## config.mk

```make
export PLATFORM = sky130hd
export DESIGN_NAME = spi_tgt_core
export DESIGN_NICKNAME = d
export VERILOG_FILES = /design/src/rtl/spi_tgt_core.sv
export SDC_FILE = /design/constraint.sdc
export NUM_CORES = 1
export LEC_CHECK = 0
export ABC_CLOCK_PERIOD_IN_PS = 7800
export CORE_MARGIN = 8
export CORE_UTILIZATION = 45
export CTS_BUF_LIST = sky130_fd_sc_hd__clkbuf_16
export CTS_CLUSTER_SIZE = 12
export DETAILED_ROUTE_END_ITERATION = 8
export PLACE_DENSITY_LB_ADDON = 0.3
export SLEW_MARGIN = 20
export SYNTH_ARGS = -nofsm -noshare
export SYNTH_HDL_FRONTEND = slang
export SYNTH_SLANG_ARGS = --single-unit
```

## constraint.sdc

```tcl
create_clock -name clk_i -period 7.8 [get_ports clk_i]
set_input_delay 2.34 -clock clk_i [delete_from_list [all_inputs] [get_ports clk_i]]
set_output_delay 2.34 -clock clk_i [all_outputs]
set_load 0.02 [all_outputs]
```

## src/rtl/spi_tgt_core.sv

```systemverilog
// SPI target engine: oversamples SCK/NSS/MOSI in the clk_i domain, shifts 8..32-bit frames
// in any CPOL/CPHA mode and exchanges words through valid/ready handshakes.
module spi_tgt_core (
  input  logic        clk_i,
  input  logic        rst_i,
  input  logic        en_i,
  input  logic        cpol_i,
  input  logic        cpha_i,
  input  logic        lsb_i,
  input  logic [1:0]  dtb_i,
  input  logic        tx_valid_i,
  output logic        tx_ready_o,
  input  logic [31:0] tx_data_i,
  output logic        rx_valid_o,
  input  logic        rx_ready_i,
  output logic [31:0] rx_data_o,
  output logic        busy_o,
  output logic        udr_o,
  output logic        ovr_o,
  input  logic        spi_sck_i,
  input  logic        spi_nss_i,
  input  logic        spi_mosi_i,
  output logic        spi_miso_o,
  output logic        spi_miso_en_o
);

  // Handshakes: a word moves on tx or rx only in a cycle where valid and ready are both 1;
  // tx_ready_o is a combinational response to the load event and never waits on itself.
  typedef enum logic {IDLE = 1'b0, ACTIVE = 1'b1} state_t;

  state_t      state;
  logic        sck_s1, sck_s2, sck_h;
  logic        nss_s1, nss_s2, nss_h;
  logic        mosi_s1, mosi_s2;
  logic [1:0]  settle;
  logic        armed;
  logic [31:0] tx_word;
  logic [31:0] rx_word;
  logic [5:0]  cnt;
  logic [4:0]  idx;
  logic        done;

  logic        sck_rise, sck_fall, nss_fall, nss_rise;
  logic        lead, trail, is_active;
  logic        start, stop, smp, shf, load, complete;
  logic [4:0]  n_m1;
  logic [5:0]  n_bits, cnt_inc;
  logic [4:0]  rx_pos, tx_pos, idx_n;
  logic [31:0] rx_next, word_n;
  logic        miso_n;

  always_ff @(posedge clk_i or posedge rst_i) begin
    if (rst_i) begin
      sck_s1  <= 1'b0;
      sck_s2  <= 1'b0;
      sck_h   <= 1'b0;
      nss_s1  <= 1'b1;
      nss_s2  <= 1'b1;
      nss_h   <= 1'b1;
      mosi_s1 <= 1'b0;
      mosi_s2 <= 1'b0;
      settle  <= 2'd0;
      armed   <= 1'b0;
    end else begin
      sck_s1  <= spi_sck_i;
      sck_s2  <= sck_s1;
      sck_h   <= sck_s2;
      nss_s1  <= spi_nss_i;
      nss_s2  <= nss_s1;
      nss_h   <= nss_s2;
      mosi_s1 <= spi_mosi_i;
      mosi_s2 <= mosi_s1;
      if (settle != 2'd3) settle <= settle + 2'd1;
      // A frame may only start after NSS has really been seen high, so a reset in the
      // middle of a held-low NSS cannot fake a falling edge from the reset values.
      if (settle == 2'd3 && nss_s2) armed <= 1'b1;
    end
  end

  always_comb begin
    sck_rise  = sck_s2 & ~sck_h;
    sck_fall  = ~sck_s2 & sck_h;
    nss_fall  = ~nss_s2 & nss_h;
    nss_rise  = nss_s2 & ~nss_h;
    lead      = cpol_i ? sck_fall : sck_rise;
    trail     = cpol_i ? sck_rise : sck_fall;
    is_active = (state == ACTIVE);
    start     = ~is_active & en_i & armed & nss_fall;
    stop      = is_active & (nss_rise | ~en_i);
    smp       = is_active & ~stop & (cpha_i ? trail : lead);
    shf       = is_active & ~stop & (cpha_i ? lead : trail);
    load      = start | (shf & done);
    n_m1      = {dtb_i, 3'b111};
    n_bits    = {1'b0, n_m1} + 6'd1;
    cnt_inc   = cnt + 6'd1;
    complete  = smp & (cnt_inc == n_bits);
    rx_pos    = lsb_i ? cnt[4:0] : n_m1 - cnt[4:0];
    rx_next   = rx_word;
    rx_next[rx_pos] = mosi_s2;
    word_n    = load ? (tx_valid_i ? tx_data_i : 32'd0) : tx_word;
    idx_n     = load ? 5'd0 : (shf ? cnt[4:0] : idx);
    tx_pos    = lsb_i ? idx_n : n_m1 - idx_n;
    // MISO is computed from next-cycle word/index so a new bit appears 1 clk after its edge.
    miso_n    = (start | (is_active & ~stop)) & word_n[tx_pos];
  end

  assign tx_ready_o    = load & tx_valid_i;
  assign busy_o        = (state == ACTIVE);
  assign spi_miso_en_o = (state == ACTIVE);

  always_ff @(posedge clk_i or posedge rst_i) begin
    if (rst_i) begin
      state      <= IDLE;
      tx_word    <= 32'd0;
      rx_word    <= 32'd0;
      cnt        <= 6'd0;
      idx        <= 5'd0;
      done       <= 1'b0;
      rx_valid_o <= 1'b0;
      rx_data_o  <= 32'd0;
      udr_o      <= 1'b0;
      ovr_o      <= 1'b0;
      spi_miso_o <= 1'b0;
    end else begin
      udr_o      <= load & ~tx_valid_i;
      ovr_o      <= 1'b0;
      spi_miso_o <= miso_n;

      if (start)     state <= ACTIVE;
      else if (stop) state <= IDLE;

      if (stop) begin
        cnt     <= 6'd0;
        idx     <= 5'd0;
        done    <= 1'b0;
        rx_word <= 32'd0;
      end else if (load) begin
        tx_word <= word_n;
        cnt     <= 6'd0;
        idx     <= 5'd0;
        done    <= 1'b0;
        rx_word <= 32'd0;
      end else if (smp) begin
        if (complete) begin
          cnt     <= 6'd0;
          done    <= 1'b1;
          rx_word <= 32'd0;
        end else begin
          cnt     <= cnt_inc;
          rx_word <= rx_next;
        end
      end else if (shf) begin
        idx <= idx_n;
      end

      if (!en_i) begin
        rx_valid_o <= 1'b0;
      end else if (complete) begin
        if (rx_valid_o && !rx_ready_i) begin
          ovr_o <= 1'b1;
        end else begin
          rx_data_o  <= rx_next;
          rx_valid_o <= 1'b1;
        end
      end else if (rx_valid_o && rx_ready_i) begin
        rx_valid_o <= 1'b0;
      end
    end
  end

endmodule

```

### Word level (Yosys, flattened, before mapping)

Index checks and enable logic that the tools add are counted.

| storage, ports and cells | value |
|---|---|
| output and inout bits | 39 |
| input port bits | 45 |
| register bits | 124 |
| word-level logic and storage cells | 117 |

| operators by class | value |
|---|---|
| add/subtract/negate cells | 5 |
| order comparisons | 3 |
| eq/ne operators | 6 |
| bitwise logic cells | 28 |
| muxes and demuxes | 40 |
| reduce and logical (&&, ||, !) cells | 14 |

Operators by type and width:

| kind | number |
|---|---|
| 2-to-1 mux 32 bit | 6 |
| 2-to-1 mux 5 bit | 8 |
| bitwise mux 32 bit | 1 |
| 2-to-1 mux 6 bit | 4 |
| 2-to-1 mux 1 bit | 19 |
| bitwise AND 1 bit | 16 |
| < comparator 5 x 6 -> 1 bit (second input constant) | 2 |
| subtractor 5 bit | 2 |
| NOT 1 bit | 9 |
| nonzero test 3 bit | 3 |
| AND reduction 2 bit | 4 |
| adder 5 x 1 -> 6 bit (second input constant) | 1 |
| adder 6 x 1 -> 6 bit (second input constant) | 1 |
| equality test 6 bit | 1 |
| binary-select mux 1 bit (select 5 bit) | 1 |
| demux 1 bit (select 5 bit) | 1 |
| >= comparator 5 x 1 -> 1 bit (second input constant) | 1 |
| logical AND 1 bit | 4 |
| != test 3 x 1 -> 1 bit (second input constant) | 1 |
| != test 3 x 2 -> 1 bit (second input constant) | 1 |
| != test 3 bit (second input constant) | 1 |
| bitwise OR 1 bit | 3 |
| AND reduction 3 bit | 1 |
| adder 2 x 1 -> 2 bit (second input constant) | 1 |
| 4 further kinds | 4 |

### Logic depth before layout (Yosys ltp)

Gate-level depths: netlist of the first run.

| logic depth | value |
|---|---|
| word-level depth | 15 |
| depth in mapped cells | 12 |
| gate-level depth less buffers | 12 |

### Worst setup path after synthesis of the first run

OpenSTA, ideal clock, no wires.

| timing | value |
|---|---|
| path kind | input to output |
| start point | in cpol_i |
| end point | out tx_ready_o |
| path slack | 1.635 ns |
| buffers on the path | 2 |
| required time | 5.460 ns |
| stages | 6 |
| arrival time | 3.825 ns |
| cells stage by stage | xnor2_2 -> mux2i_2 -> a31oi_4 -> buf_6 -> buf_2 -> nor2b_1 |

| on the way | value |
|---|---|
| longest elaborated chain between the ends | 6 |
| elaborated cells on any way between the ends | 7 |
| classes of those cells | mux (3); bitwise (4) |

RTL lines:

| element | line | source |
|---|---|---|
| from (decl) | 7 | `input logic cpol_i,` |
| 2-to-1 mux 1 bit, on equally long branches | 86, 85 |  |
| 2-to-1 mux 1 bit * | 91 | `shf = is_active & ~stop & (cpha_i ? lead : trail);` |
| bitwise AND 1 bit * | 91 |  |
| bitwise AND 1 bit * | 92 | `load = start \| (shf & done);` |
| bitwise OR 1 bit * | 92 |  |
| bitwise AND 1 bit * | 107 | `assign tx_ready_o = load & tx_valid_i;` |
| to (decl) | 12 | `output logic tx_ready_o,` |

Mark *: on every way between the ends. The rest lies on a longest branch, timed or not.

### Final worst setup path of the first run

Same ends and word-level chain as after synthesis.

==> impl_metrics.json, run 1 <==
{
  "drt_iter0_drc": 391,
  "power.density_mw_per_mm2": 205.5,
  "grt_use_total_pct": 17.05,
  "netlist_area_mm2": 0.006430,
  "seqPwrFrac_pct": 42.3,
  "die_w_um": 135.5,
  "r2r_slack_ns": 4.64,
  "worst_hold_startpoint": "sck_s1",
  "met3_usage_pct": 4.599,
  "post-place-ws_ns": 0.8401,
  "synth_compound_area_share_pct": 18.41,
  "synthCells": 687,
  "met2_usage_pct": 26.49,
  "vias_per_cell": 5.472,
  "syn_nets": 738,
  "synth_top_family_by_area": "compound AO/OA/AOI/OAI gates",
  "yosys.area_share.simple_pct": 15.96,
  "timing.rr.end": "spi_miso_o",
  "fmax_mhz": 144.0,
  "required_ns": 5.46,
  "synth_area_leaders": "dfrtp_1 47%, mux2i_1 7.9%, nand2_1 6.9%, o21ai_0 6.1%, a22o_1 4.4%",
  "crit_path_max_incr_delay_ns": 0.67,
  "overflow": 0,
  "vias": 5171,
  "stdcell_area_mm2": 0.007896,
  "grt_max_degree": 74,
  "vdd_drop_max_mv": 0.1280,
  "synthAdderAreaFrac_pct": 1.168,
  "fp-row-count": 43,
  "antenna_left": 0,
  "async_flop_share_pct": 100.0,
  "dpl-instance-area_mm2": 0.007326,
  "arrival_ns": 4.60,
  "hold_viol": 0,
  "cts-root-buf": "clkbuf_16",
  "fp.coreArea_mm2": 0.01393,
  "critPathSlowestCell": "clkdlybuf4s50_1",
  "grt_pass1_vias": 5236,
  "combPwrFrac_pct": 11.2,
  "cp_max_fo": 3,
  "ys.flop_type": "dfrtp_1",
  "start_kind": "input port",
  "slew_viol_final": 0,
  "grt_use_met1_pct": 22.30,
  "p_int_uw": 1235,
  "p_sw_share_pct": 23.87,
  "numCtsBuffers": 17,
  "cts.sinks": 124,
  "clk_latency_ns": 0.42,
  "drive_above_1_share_pct": 7.059,
  "cap_violations": 0,
  "syn_avg_cell_area_um2": 9.359,
  "min_path_type": "register to register",
  "diodes": 0,
  "synth_top_area_cell": "dfrtp_1",
  "synthMuxAreaShare_pct": 8.737,
  "cts_resized": 0,
  "initial_core_util_pct": 46.14,
  "cts_setup_buffers": 0,
  "cp-end-kind": "primary output",
  "ys_seq_elements": 124,
  "clockBufferDepth": 2,
  "top_usage_layer": "met2",
  "final-setup-viol-count": 0,
  "crit_end": "tx_ready_o",
  "finClkSkew_ns": 0.009934,
  "cp_cell_sequence": "clkdlybuf4s50_1 > xnor2_2 > mux2i_2 > a31oi_4 > nor2b_1 > clkdlybuf4s50_1",
  "reg2regPathDepth": 9,
  "power.switching_uw": 387.2,
  "yosysUniqueCellTypes": 63,
  "drtPass1Iterations": 5,
  "wire_per_inst_um": 15.81,
  "drt-total-wl_um": 14940,
  "io_buffers": 83,
  "status": "complete, no violations",
  "clk_pin_slew_ns": 0.05,
  "die_h_um": 135.5,
  "ys_warn_count": 0,
  "synth_edf_count": 0,
  "dieArea_mm2": 0.01837,
  "htreeDepth": 4,
  "synth_xor_area_share_pct": 2.724,
  "globalplace.congestion": 0.8304,
  "reg2reg_from": "nss_h",
  "critPathMostFrequentCell": "clkdlybuf4s50_1",
  "clockPowerShare_pct": 46.5,
  "antenna_found_initial": 0,
  "rsz0062_at_grt": "no",
  "fin_util_pct": 56.67,
  "hold_buffers": 0,
  "fin_setup_tns_ns": 0,
  "timing.final.crit_share_pct": 89.03,
  "slew_headroom_pct": 25.87,
  "yosys.area.top_type_share_pct": 47.09,
  "nNetsFinal": 803,
  "drc_errors": 0,
  "synth_seq_area_share_pct": 48.32,
  "tightest_slew_ns": 1.112,
  "fill_cells": 1224,
  "dp_hpwl_um": 9982,
  "cts_tree": "yes",
  "fin_crit_ns": 6.945,
  "syn_to_final_growth_pct": 22.81,
  "cellLeakagePower_uw": 0.003371,
  "grt_pass1_wl_um": 25450,
  "pin_count": 84,
  "critical_path_class": "input port to primary output",
  "worst_slack_ns": 0.8554,
  "startpoint": "cpol_i"
}
metal layers:
metal	part of all wire (%)	vias to the layer above
met5	0	-
met4	1.4	0
met3	4.9	14
met2	47	132
met1	47	2504
li1	-	2521
cell type report:
type                            count  area, um^2  share of cell area [%]
Inverter                           20       77.57                  0.9824
Clock buffer                       17       425.4                   5.387
Multi-Input combinational cell    497        3025                   38.31
Tap cell                          180       225.2                   2.852
Clock inverter                     15       140.1                   1.775
Sequential cell                   124        3107                   39.34
Timing Repair Buffer               92       895.9                   11.35
registers in the layout, indices dropped and copies added (netlist names), 2 cells and up:
register	count
cnt	6
idx	5
rx_data_o	32
rx_word	32
settle	2
tx_word	32
placed cells by master (no fill, tap or decap), drive strengths merged, types with 2 or more instances in the layout:
cell           count
a2111oi            2
a21oi             14
a22o              32
a31oi              3
a32o               3
a32oi              2
and2               8
and3               4
buf                9
bufinv             3
clkbuf            17
clkdlybuf4s50     83
clkinv             7
dfrtp            121
dfstp              3
ha                 6
inv               24
mux2               3
mux2i             52
nand2            121
nand2b             6
nand3             11
nand4              3
nor2              66
nor2b              6
nor3               6
o211ai             6
o21ai             98
o22ai              6
o31ai              3
or2                2
xnor2             15
xor2               2
logic make-up (layout without fill, tap and decap cells):
group,Yosys count,in the layout
multiplexers,55,55
AND/OR/NAND/NOR,238,238
AO/OA/AOI/OAI,181,181
XOR/XNOR,17,17
buffers and inverters,66,144
flip-flops,124,124
adder cells (fa/ha/maj),6,6
power by group through the flow:
stage	Combinational, uW	Clock, uW	Sequential [uW]
after global routing	204	798	691
final	181	754	687
after floorplan	125	0	694
after detailed placement	181	0	698
after CTS	183	769	687
after global placement	175	0	696
worst min path at each step:
stage               to  cells past startpoint  slack (ns)
6_report        sck_s2                      0        0.35
5_1_grt         sck_s2                      0        0.35
4_1_cts         sck_s2                      0        0.35
3_5_place_dp    sck_s2                      0        0.34
3_3_place_gp   mosi_s2                      0        0.33
2_1_floorplan  mosi_s2                      0        0.33
worst max-delay path, delay by kind of cell:
family	cells	cell delay, ns
XOR/XNOR	1	0.31
multiplexers	1	0.43
AO/OA/AOI/OAI	1	0.13
AND/OR/NAND/NOR	1	0.28
buffers and inverters	2	1.11
cell usage after synthesis, drive strengths merged (6+ instances only):
master	number
nor2b	6
o21ai	98
o211ai	6
and2	8
inv	20
buf	16
ha	6
nor3	6
o22ai	6
nand2b	6
mux2i	52
clkbuf	30
dfrtp	121
nand2	121
a21oi	14
xnor2	15
nand3	11
a22o	32
nor2	66
through the flow:
| step | total power [uW] | hold slack [ns] | cells |
|---|---|---|---|
| finish | 1622 | 0.3465 | 945 |
| global route | 1692 | 0.3544 | 945 |
| CTS | 1639 | 0.3484 | 944 |
| detailed placement | 879.4 | 0.3362 | 912 |
| global placement | 870.8 | 0.3341 | 912 |
| floorplan | 819.5 | 0.3312 | 687 |
Note: power is estimated with default switching activity, not from simulation.
==> run 2: changes to the inputs <==
Settings changed: ABC_CLOCK_PERIOD_IN_PS 7800 to 8270, CAP_MARGIN from default to 30, RECOVER_POWER from default to 100.
Clock period 7.8 ns to 8.27 ns, I/O delays scaled along.
==> run 2 against run 1 <==
Compared with the run above: the run now ends with capacitance limit, slew limit left; largest cell class unchanged; count of clock-buffer cells in the layout stayed put; register-to-register slack worse by 0.99 ns; first-iteration DRC count is 10% lower; non-clock buffer count is 2 higher; sequential power is 5.7% lower; clock power is 5.2% lower; total power is 5.7% lower.
==> impl_metrics.json, run 2 (same netlist as run 1, synthesis figures left out) <==
{
  "status": "complete, but fails checks",
  "violations": "capacitance limit, slew limit",
  "fp.coreArea_mm2": 0.01393,
  "die_w_um": 135.5,
  "grt_use_total_pct": 17.05,
  "reg2reg_from": "nss_s2",
  "fmax_mhz": 130.3,
  "clk_latency_ns": 0.42,
  "drive_above_1_share_pct": 6.258,
  "vias_per_cell": 5.451,
  "initial_core_util_pct": 46.14,
  "cp-end-kind": "primary output",
  "nNetsFinal": 805,
  "regArea_mm2": 0.003107,
  "worst_hold_startpoint": "mosi_s1",
  "fill_cells": 1202,
  "io_buffers": 83,
  "drt_iter0_drc": 350,
  "power.density_mw_per_mm2": 193.9,
  "overflow": 0,
  "arrival_ns": 5.19,
  "met3_usage_pct": 4.228,
  "layout.cells.most_common": "dfrtp_1",
  "met2_usage_pct": 25.83,
  "cts_setup_buffers": 0,
  "fin_crit_ns": 7.674,
  "antenna_found_initial": 0,
  "dp_cells": 913,
  "diodes": 0,
  "cap_violations": 4,
  "startpoint": "cpol_i",
  "top_regs": "rx_data_o x32, rx_word x32, tx_word x32",
  "slew_viol_final": 222,
  "tightest_slew_ns": 2.323,
  "critPathSlowestCell": "clkdlybuf4s50_1",
  "pin_count": 84,
  "crit_buf_inv": 2,
  "htreeDepth": 4,
  "stdcell_count": 947,
  "start_kind": "input port",
  "drt-total-wl_um": 14940,
  "post-place-ws_ns": 0.9840,
  "final-setup-viol-count": 0,
  "slew_headroom_pct": -54.88,
  "dieArea_mm2": 0.01837,
  "cts_tree": "yes",
  "vias": 5162,
  "worst_slack_ns": 0.5959,
  "top_usage_layer": "met2",
  "cellLeakagePower_uw": 0.003509,
  "crit_family": "buffers and inverters",
  "min_path_type": "register to register",
  "fin_setup_tns_ns": 0,
  "cp_max_fo": 3,
  "hold_buffers": 0,
  "critical_path_class": "input port to primary output",
  "cp_cell_sequence": "dlygate4sd3_1 > xnor2_1 > mux2i_1 > a31oi_4 > nor2b_1 > clkdlybuf4s50_1",
  "clockBufferDepth": 2,
  "multi_input_area_mm2": 0.003004,
  "grt_use_met1_pct": 22.46,
  "numCtsBuffers": 17,
  "cts_resized": 0,
  "die_h_um": 135.5,
  "dp_hpwl_um": 10040,
  "grt_max_degree": 75,
  "syn_to_final_growth_pct": 22.71,
  "crit_path_max_incr_delay_ns": 0.67,
  "rsz0062_at_grt": "no",
  "drtPass1Iterations": 4,
  "cts-root-buf": "clkbuf_16",
  "drc_errors": 0,
  "hold_viol": 0,
  "layout_common_cells": "121 x dfrtp_1, 120 x nand2_1, 96 x o21ai_0, 66 x nor2_1, 52 x mux2i_1",
  "fp-row-count": 43,
  "required_ns": 5.79,
  "cts.sinks": 124,
  "grt_pass1_vias": 5141,
  "antenna_left": 0,
  "wire_per_inst_um": 15.78,
  "timing.final.crit_share_pct": 92.79,
  "finClkSkew_ns": 0.008976,
  "grt_pass1_wl_um": 25290,
  "vdd_drop_max_mv": 0.1108,
  "globalplace.congestion": 0.8247,
  "clk_pin_slew_ns": 0.05
}
-- run 2: changes by cell type in the layout (fill, tap and decap cells not counted), moves of 2 or more --
cell             before  now
o21ai_0              78   96
buf_4                 8    6
clkinv_2              1    4
dlygate4sd3_1         0   45
clkdlybuf4s50_1      83   38
o21ai_1              17    0
clkinv_1              6    4
clkbuf_1              0    3
-- run 2: worst register-to-register path: stages, from the launching register on --
cell	delay, ns
dfstp_1	0.57
nand2b_1	0.11
and3_1	0.28
a31oi_4	0.19
clkbuf_1	1.67
nand2_1	0.51
or2_1	0.81
o21ai_0	0.26
a22o_1	0.17
-- run 2: area by class of cell --
type / instances / share of cell area [%]
multi-input combinational: 497 / 38.07
clock inverter: 15 / 1.776
sequential: 124 / 39.38
clock buffer: 17 / 5.392
tap: 180 / 2.854
timing repair buffer: 94 / 11.56
inverter: 20 / 0.9673
-- run 2: through the flow --
| stage | hold WS (ns) | area, um^2 | power, uW | util (%) |
|---|---|---|---|---|
| CTS | 0.3555 | 7899 | 1545 | 56.68 |
| floorplan | 0.3312 | 6430 | 772.9 | - |
| global placement | 0.3342 | 7333 | 821.2 | 52.63 |
| detailed placement | 0.3435 | 7333 | 828.1 | 52.63 |
| global route | 0.3640 | 7890 | 1597 | 56.62 |
| finish | 0.3512 | 7890 | 1530 | 56.62 |
-- run 2: power by group --
group          switching (uW)  leakage, uW  internal, uW  total (uW)
Combinational             101      0.00155          65.9         167
Clock                     253     0.000295           461         715
Sequential               11.1      0.00166           637         648
Total                     366      0.00351          1160        1530
-- run 2: metal layers --
metal	vias to the layer above	wire (um)
met1	2481	7053
met3	28	709
met4	0	327
li1	2522	-
met2	131	6849
met5	-	0
-- run 2: path summary, 6_finish.rpt --
kind	slack (ns)	depth (start not counted)	to
max in group asynchronous	2.24	3	tx_word[29]
max reg2reg	3.65	8	rx_word[4]
min in group asynchronous	3.11	2	rx_word[31]
max	0.60	6	tx_ready_o
min reg2reg	0.35	0	mosi_s2
min	0.35	0	mosi_s2
